`config.mk`:
```
export PLATFORM = sky130hd
export DESIGN_NAME = icache_tag_ctrl
export DESIGN_NICKNAME = d
export VERILOG_FILES = /design/src/rtl/icache_tag_ctrl.sv
export SDC_FILE = /design/constraint.sdc
export NUM_CORES = 1
export LEC_CHECK = 0
export ABC_AREA = 1
export BUFFER_PORTS_ARGS = -buffer_cell sky130_fd_sc_hd__clkbuf_2
export CORE_MARGIN = 2
export CORE_UTILIZATION = 48
export DETAILED_ROUTE_END_ITERATION = 12
export PLACE_DENSITY = 0.85
export SYNTH_ARGS = -nofsm -noshare
export SYNTH_HDL_FRONTEND = slang
export SYNTH_SLANG_ARGS = --single-unit
```
`constraint.sdc`:
```
create_clock -name clk -period 2.5 [get_ports clk]
set_input_delay 0.5 -clock clk [delete_from_list [all_inputs] [get_ports clk]]
set_output_delay 0.5 -clock clk [all_outputs]
set_load 0.01 [all_outputs]
```
`src/rtl/icache_tag_ctrl.sv`:
```
// Tag RAM port sequencer: arbitrates flush walk > refill write > fetch lookup on one single-port RAM.
// Latency: lookup result one cycle after lkup_gnt; refill_ack same cycle; walk is NUM_SETS cycles.
// Backpressure: lkup_gnt/refill_ack low while a higher-priority source owns the port; ICACHE_TAG_PARITY_EN adds a parity bit.
module icache_tag_ctrl #(
    parameter int NUM_SETS = 128,
    parameter int IDX_W    = $clog2(NUM_SETS),
    parameter int TAG_W    = 20,
`ifdef ICACHE_TAG_PARITY_EN
    parameter int ENTRY_W  = TAG_W + 2
`else
    parameter int ENTRY_W  = TAG_W + 1
`endif
) (
    input  logic               clk,
    input  logic               rst,
    input  logic               flush_req,
    output logic               flush_busy,
    input  logic               lkup_req,
    input  logic [IDX_W-1:0]   lkup_idx,
    input  logic [TAG_W-1:0]   lkup_tag,
    output logic               lkup_gnt,
    output logic               rsp_valid,
    output logic               rsp_hit,
`ifdef ICACHE_TAG_PARITY_EN
    output logic               parity_err,
`endif
    input  logic               refill_req,
    input  logic [IDX_W-1:0]   refill_idx,
    input  logic [TAG_W-1:0]   refill_tag,
    output logic               refill_ack,
    output logic               tr_req,
    output logic               tr_wr_en,
    output logic [IDX_W-1:0]   tr_addr,
    output logic [ENTRY_W-1:0] tr_wdata,
    input  logic [ENTRY_W-1:0] tr_rdata
);

    typedef enum logic [1:0] {INIT, IDLE, FLUSH} state_t;

    localparam logic [IDX_W-1:0] LAST_SET = IDX_W'(NUM_SETS - 1);

    state_t             state, state_d;
    logic [IDX_W-1:0]   cnt, cnt_d;
    logic               flush_pend, flush_pend_d;
    logic [TAG_W-1:0]   tag_q;
    logic [ENTRY_W-1:0] refill_entry;
    logic               tag_match;
    logic               par_bad;

`ifdef ICACHE_TAG_PARITY_EN
    assign refill_entry = {^{1'b1, refill_tag}, 1'b1, refill_tag};
    assign par_bad      = ^tr_rdata;
    assign parity_err   = rsp_valid & par_bad;
`else
    assign refill_entry = {1'b1, refill_tag};
    assign par_bad      = 1'b0;
`endif

    always_ff @(posedge clk or posedge rst) begin
        if (rst) begin
            state      <= INIT;
            cnt        <= '0;
            flush_pend <= 1'b0;
        end else begin
            state      <= state_d;
            cnt        <= cnt_d;
            flush_pend <= flush_pend_d;
        end
    end

    always_comb begin
        state_d      = state;
        cnt_d        = cnt;
        flush_pend_d = flush_pend;
        flush_busy   = 1'b0;
        tr_req       = 1'b0;
        tr_wr_en     = 1'b0;
        tr_addr      = cnt;
        tr_wdata     = '0;
        lkup_gnt     = 1'b0;
        refill_ack   = 1'b0;
        case (state)
            INIT, FLUSH: begin
                flush_busy = 1'b1;
                tr_req     = 1'b1;
                tr_wr_en   = 1'b1;
                cnt_d      = cnt + IDX_W'(1);
                // A flush queued during the walk chains straight into a new walk.
                if (cnt == LAST_SET) begin
                    if (flush_pend || flush_req) begin
                        state_d      = FLUSH;
                        flush_pend_d = 1'b0;
                    end else begin
                        state_d = IDLE;
                    end
                end else if (flush_req) begin
                    flush_pend_d = 1'b1;
                end
            end
            IDLE: begin
                if (flush_req || flush_pend) begin
                    state_d      = FLUSH;
                    cnt_d        = '0;
                    flush_pend_d = 1'b0;
                end else if (refill_req) begin
                    tr_req     = 1'b1;
                    tr_wr_en   = 1'b1;
                    tr_addr    = refill_idx;
                    tr_wdata   = refill_entry;
                    refill_ack = 1'b1;
                end else if (lkup_req) begin
                    tr_req   = 1'b1;
                    tr_addr  = lkup_idx;
                    lkup_gnt = 1'b1;
                end
            end
            default: state_d = INIT;
        endcase
    end

    always_ff @(posedge clk or posedge rst) begin
        if (rst) begin
            rsp_valid <= 1'b0;
            tag_q     <= '0;
        end else begin
            rsp_valid <= lkup_gnt;
            if (lkup_gnt) tag_q <= lkup_tag;
        end
    end

    // RAM read data lands in the response cycle, so the compare is combinational.
    assign tag_match = tr_rdata[TAG_W] & (tr_rdata[TAG_W-1:0] == tag_q);
    assign rsp_hit   = rsp_valid & tag_match & ~par_bad;

endmodule

```
Word-level counts from Yosys, hierarchy flattened
Index checks and enable logic that the tools add are counted.

Flip-flop bits (word level): 31. Bits in latches: 0. RAM bits: 0. ROM bits: 0. Bits of input ports: 80. Output and inout port bits: 35. Word-level logic and storage cells: 51. Memories: 0.

Add/subtract/negate cells: 1. $mul: 0. Div/mod/pow operators: 0. $lt $le $gt $ge: 0. Equal/unequal tests: 7. Shifts and indexed selects: 0. Mux-type cells: 29. Bitwise logic cells: 2. Reduce and logical (&&, ||, !) cells: 7.

Operators with widths (count): 2-to-1 mux 21 bit (3); 2-to-1 mux 7 bit (5); == test 20 bit (1); one-hot mux 7 bit (2 select lines) (1); 2-to-1 mux 1 bit (13); adder 7 x 1 -> 7 bit (second input constant) (1); == test 7 bit (second input constant) (1); 2-to-1 mux 2 bit (3); one-hot mux 1 bit (2 select lines) (3); AND reduction 2 bit (3); inequality test 2 bit (second input constant) (2); one-hot mux 2 bit (2 select lines) (1); inequality test 3 bit (second input constant) (1); bitwise AND 1 bit (2); == test 2 x 1 -> 1 bit (second input constant) (1); == test 2 bit (second input constant) (1); zero test 2 bit (1); nonzero test 2 bit (1); OR reduction 2 bit (1); logical OR 1 bit (1).

Longest topological paths before layout
Word-level depth: 4. Gate-level depth with buffers: 8. Mapped depth without buffers: 8.

Worst setup path before layout
No wires, ideal clock.

Path kind: input-to-output. From: input flush_req. To: output tr_wdata[1]. Arrival time: 1.303 ns. Required time: 2.000 ns. Setup slack: 0.697 ns. Cell stages on the path: 6. Path buffers: 1. Path through: nor2_4 nand3_4 nor2_4 inv_2 buf_6 nor2_1.

Longest elaborated chain between the ends: 3.

RTL lines: start: declaration (line 16) `input logic flush_req,`; logical OR 1 bit (line 101) `if (flush_req || flush_pend) begin`; 2-to-1 mux 21 bit (line 101); 2-to-1 mux 21 bit (line 82) `case (state)`; end: declaration (line 34) `output logic [ENTRY_W-1:0] tr_wdata,`.

Every way passes these cells.

Final worst setup path
From: register state[0]. To: output tr_wdata[0].

Longest elaborated chain between the ends: 2.

RTL lines: start: declaration (line 42) `state_t state, state_d;`; start signal: assignment (line 65) `state <= state_d;`; == test 2 x 1 -> 1 bit (line 82); 2-to-1 mux 21 bit (line 82).

Every way passes these cells.

==> impl_metrics.py <==
metrics = {
    "synth": {
        "synth.area.top_cells": "dfrtp_1, nand2_1, inv_1",
        "yosys.area.top_type": "dfrtp_1",
        "synth_nets": 383,
        "yosysSeqAreaShare_pct": 37.1,
        "async_reset_ff_share_pct": 100,
        "synth.top_cells.by_count": "nand2_1, inv_1, nor2_1",
        "ys_types": 29,
        "syn_area_sq_um": 2090,
        "synth_top_area_share_pct": 37.1,
        "avgSynthCellArea_sq_um": 6.92,
        "synthFlopType": "dfrtp_1",
        "synth_most_common_cell": "nand2_1",
        "synthCells": 302,
        "yosys_register_bits": 31,
        "yosysWarnings": 0,
        "synth-edff-count": 0,
    },
    "drt": {
        "remaining_drc_errors": 0,
        "drtPass1Iterations": 4,
        "drt-met1-wl_mm": 2.01,
        "antenna_left": 0,
        "routed.top_layer": "met4",
        "avgViaCountPerCell": 4.61,
        "wl_met2_mm": 2.38,
        "wl_per_cell_um": 10.1,
        "drt_iter0_drc": 87,
        "vias": 2164,
        "wl_mm": 4.76,
        "dr_wl_met3_um": 310,
    },
    "finish": {
        "diodes": 0,
        "final_area_sq_um": 2720,
        "stdcell_count": 469,
        "syn2layout_area_growth_pct": 29.9,
        "fin_util_pct": 63.7,
        "layout.nets": 498,
        "drive_above_1_share_pct": 35.0,
    },
    "place": {
        "placedCellCount": 462,
        "io_buffers": 114,
        "hpwlAfterDp_mm": 3.84,
        "globalplace.congestion": 0.824,
        "place_area_sq_um": 2630,
        "dp_slack_ns": 0.456,
    },
    "grt": {
        "grt_pass1_wl_mm": 8.47,
        "antenna_found_initial": 0,
        "grt_max_degree": 32,
        "grt_pass1_vias": 2066,
        "grt_overflow": 0,
        "grt_usage_pct": 21.0,
    },
    "critical_path": {
        "worstSetupEndpointType": "primary output",
        "critPathMaxFanout": 21,
        "worstSetupStartpointType": "flop",
        "worstPathRequired_ns": 2.00,
        "cp_top_family": "flip-flops",
        "crit_chain": "nand3_4 > nor2_4 > inv_2 > nor2_1 > clkbuf_2",
        "path_buf_inv": 2,
        "critical-path-max-stage-delay_ns": 0.56,
        "critPathSlowestCell": "dfrtp_1",
        "path_class": "reg2out",
        "worstPathArrival_ns": 1.68,
        "reg2reg_slack_ns": 0.82,
    },
    "sta": {
        "fin_ws_ns": 0.323,
        "tightest_slew_ns": 0.483,
        "fin_tns_setup_ns": 0,
        "clock_skew_ns": 0.00617,
        "setup_violations": 0,
        "fmax_ghz": 0.459,
        "slew_headroom_pct": 67.6,
        "hold_viol_final": 0,
        "post-route-period-util_pct": 87.1,
        "slew_violations": 0,
        "period_minus_slack_ns": 2.18,
        "rsz0062_at_grt": "false",
    },
    "floorplan": {
        "start_util_pct": 49.0,
        "core-area_sq_um": 4260,
        "pin_count": 115,
        "row_count": 24,
        "die_area_sq_um": 4900,
        "die_width_um": 70,
        "die_y_um": 70,
    },
    "clocking": {
        "path_clk_slew_ns": 0.06,
        "cts_sinks": 31,
        "cts_resized": 0,
        "cts_tree": "yes",
        "clock_path_buffers": 2,
        "htreeDepth": 2,
        "post_cts_buffers": 0,
        "clockRootBuffer": "clkbuf_8",
        "cts_buffers": 5,
        "clock_latency_ns": 0.28,
        "cts_hold_repair.buffers": 0,
    },
    "power": {
        "p_per_area_nw_per_um2": 368,
        "p_sw_share_pct": 22.6,
        "p_clk_share_pct": 39.3,
        "ir_drop_uv": 185,
        "intPower_w": 0.000773,
        "leakage_nw": 1.69,
        "switchingPower_w": 0.000226,
        "combPwrFrac_pct": 10.4,
        "seqPwrFrac_pct": 50.2,
    },
    "min_path": {
        "hold_path.class": "in2async",
    },
    "job": {
        "drv_cap": 0,
    },
    "run_status": {
        "outcome": "finished, final reports clean",
    },
}
-- final timing paths --
path / start / endpoint / depth (start not counted)
worst max-delay path: state[0] / tr_wdata[0] / 5
worst min-delay path: rst / rsp_valid / 3
worst max register to register: state[0] / tag_q[4] / 7
worst min register to register: tag_q[19] / tag_q[19] / 2
max in group asynchronous: rst / cnt[2] / 3
min in group clk: lkup_tag[8] / tag_q[8] / 3
-- state kept, by name (all words and copies together), names as in the netlist --
register and cells:
tag_q 20, state 2, rsp_valid 1, cnt 7, flush_pend 1
-- worst min-delay path, cell delays in order --
cell	delay (ns)
clkbuf_2	0.08
inv_1	0.04
buf_4	0.35
-- power groups by stage --
stage	sequential, W	combinational [W]	clock [W]
4_1_cts	0.000502	0.000106	0.000398
5_1_grt	0.000501	0.000121	0.000420
6_report	0.000502	0.000104	0.000392
3_3_place_gp	0.000511	0.000103	0
2_1_floorplan	0.000511	0.0000315	0
3_5_place_dp	0.000511	0.000105	0
-- area by class of cell --
class | count | area [sq um]
Tap cell | 52 | 65.1
Sequential cell | 31 | 776
Clock buffer | 6 | 82.6
Clock inverter | 1 | 5.00
Fill cell | 385 | 1550
Timing Repair Buffer | 116 | 586
Multi-Input combinational cell | 203 | 967
Inverter | 60 | 235
-- per-stage QoR --
step / hold WS (ns) / total power, W
floorplan: 0.468 / 0.000542
global placement: 0.486 / 0.000614
detailed placement: 0.487 / 0.000616
CTS: 0.282 / 0.00101
global route: 0.316 / 0.00104
finish: 0.269 / 0.000998
-- per-layer routing --
layer  GRT usage [%]  up-vias
met5               0        -
met4            6.41        0
met3            5.34        7
met2            36.4       62
met1            25.6      966
li1                -     1129
-- cell usage in the layout, fill, tap and decap left out, types with 2 or more instances in the layout --
master and n:
nand2_1 108, clkbuf_2 114, nand3_1 14, nor2_4 2
xor2_1 3, clkbuf_8 6, a21oi_1 6, dfrtp_1 31
o21ai_0 8, o22ai_1 3, inv_1 57, nand3_4 2
buf_4 2, nor2_1 35, o21ai_2 12
-- kinds of logic (layout without fill, tap and decap cells) --
family,after synthesis,after routing,share of synthesized area [%]
compound gates,31,31,9.93
simple gates,167,167,34.1
buf+inv,68,183,16.6
xor+xnor,4,4,1.68
fa+ha+maj,1,1,0.598
flops,31,31,37.1
No activity file was read; power rests on OpenSTA's default activity.
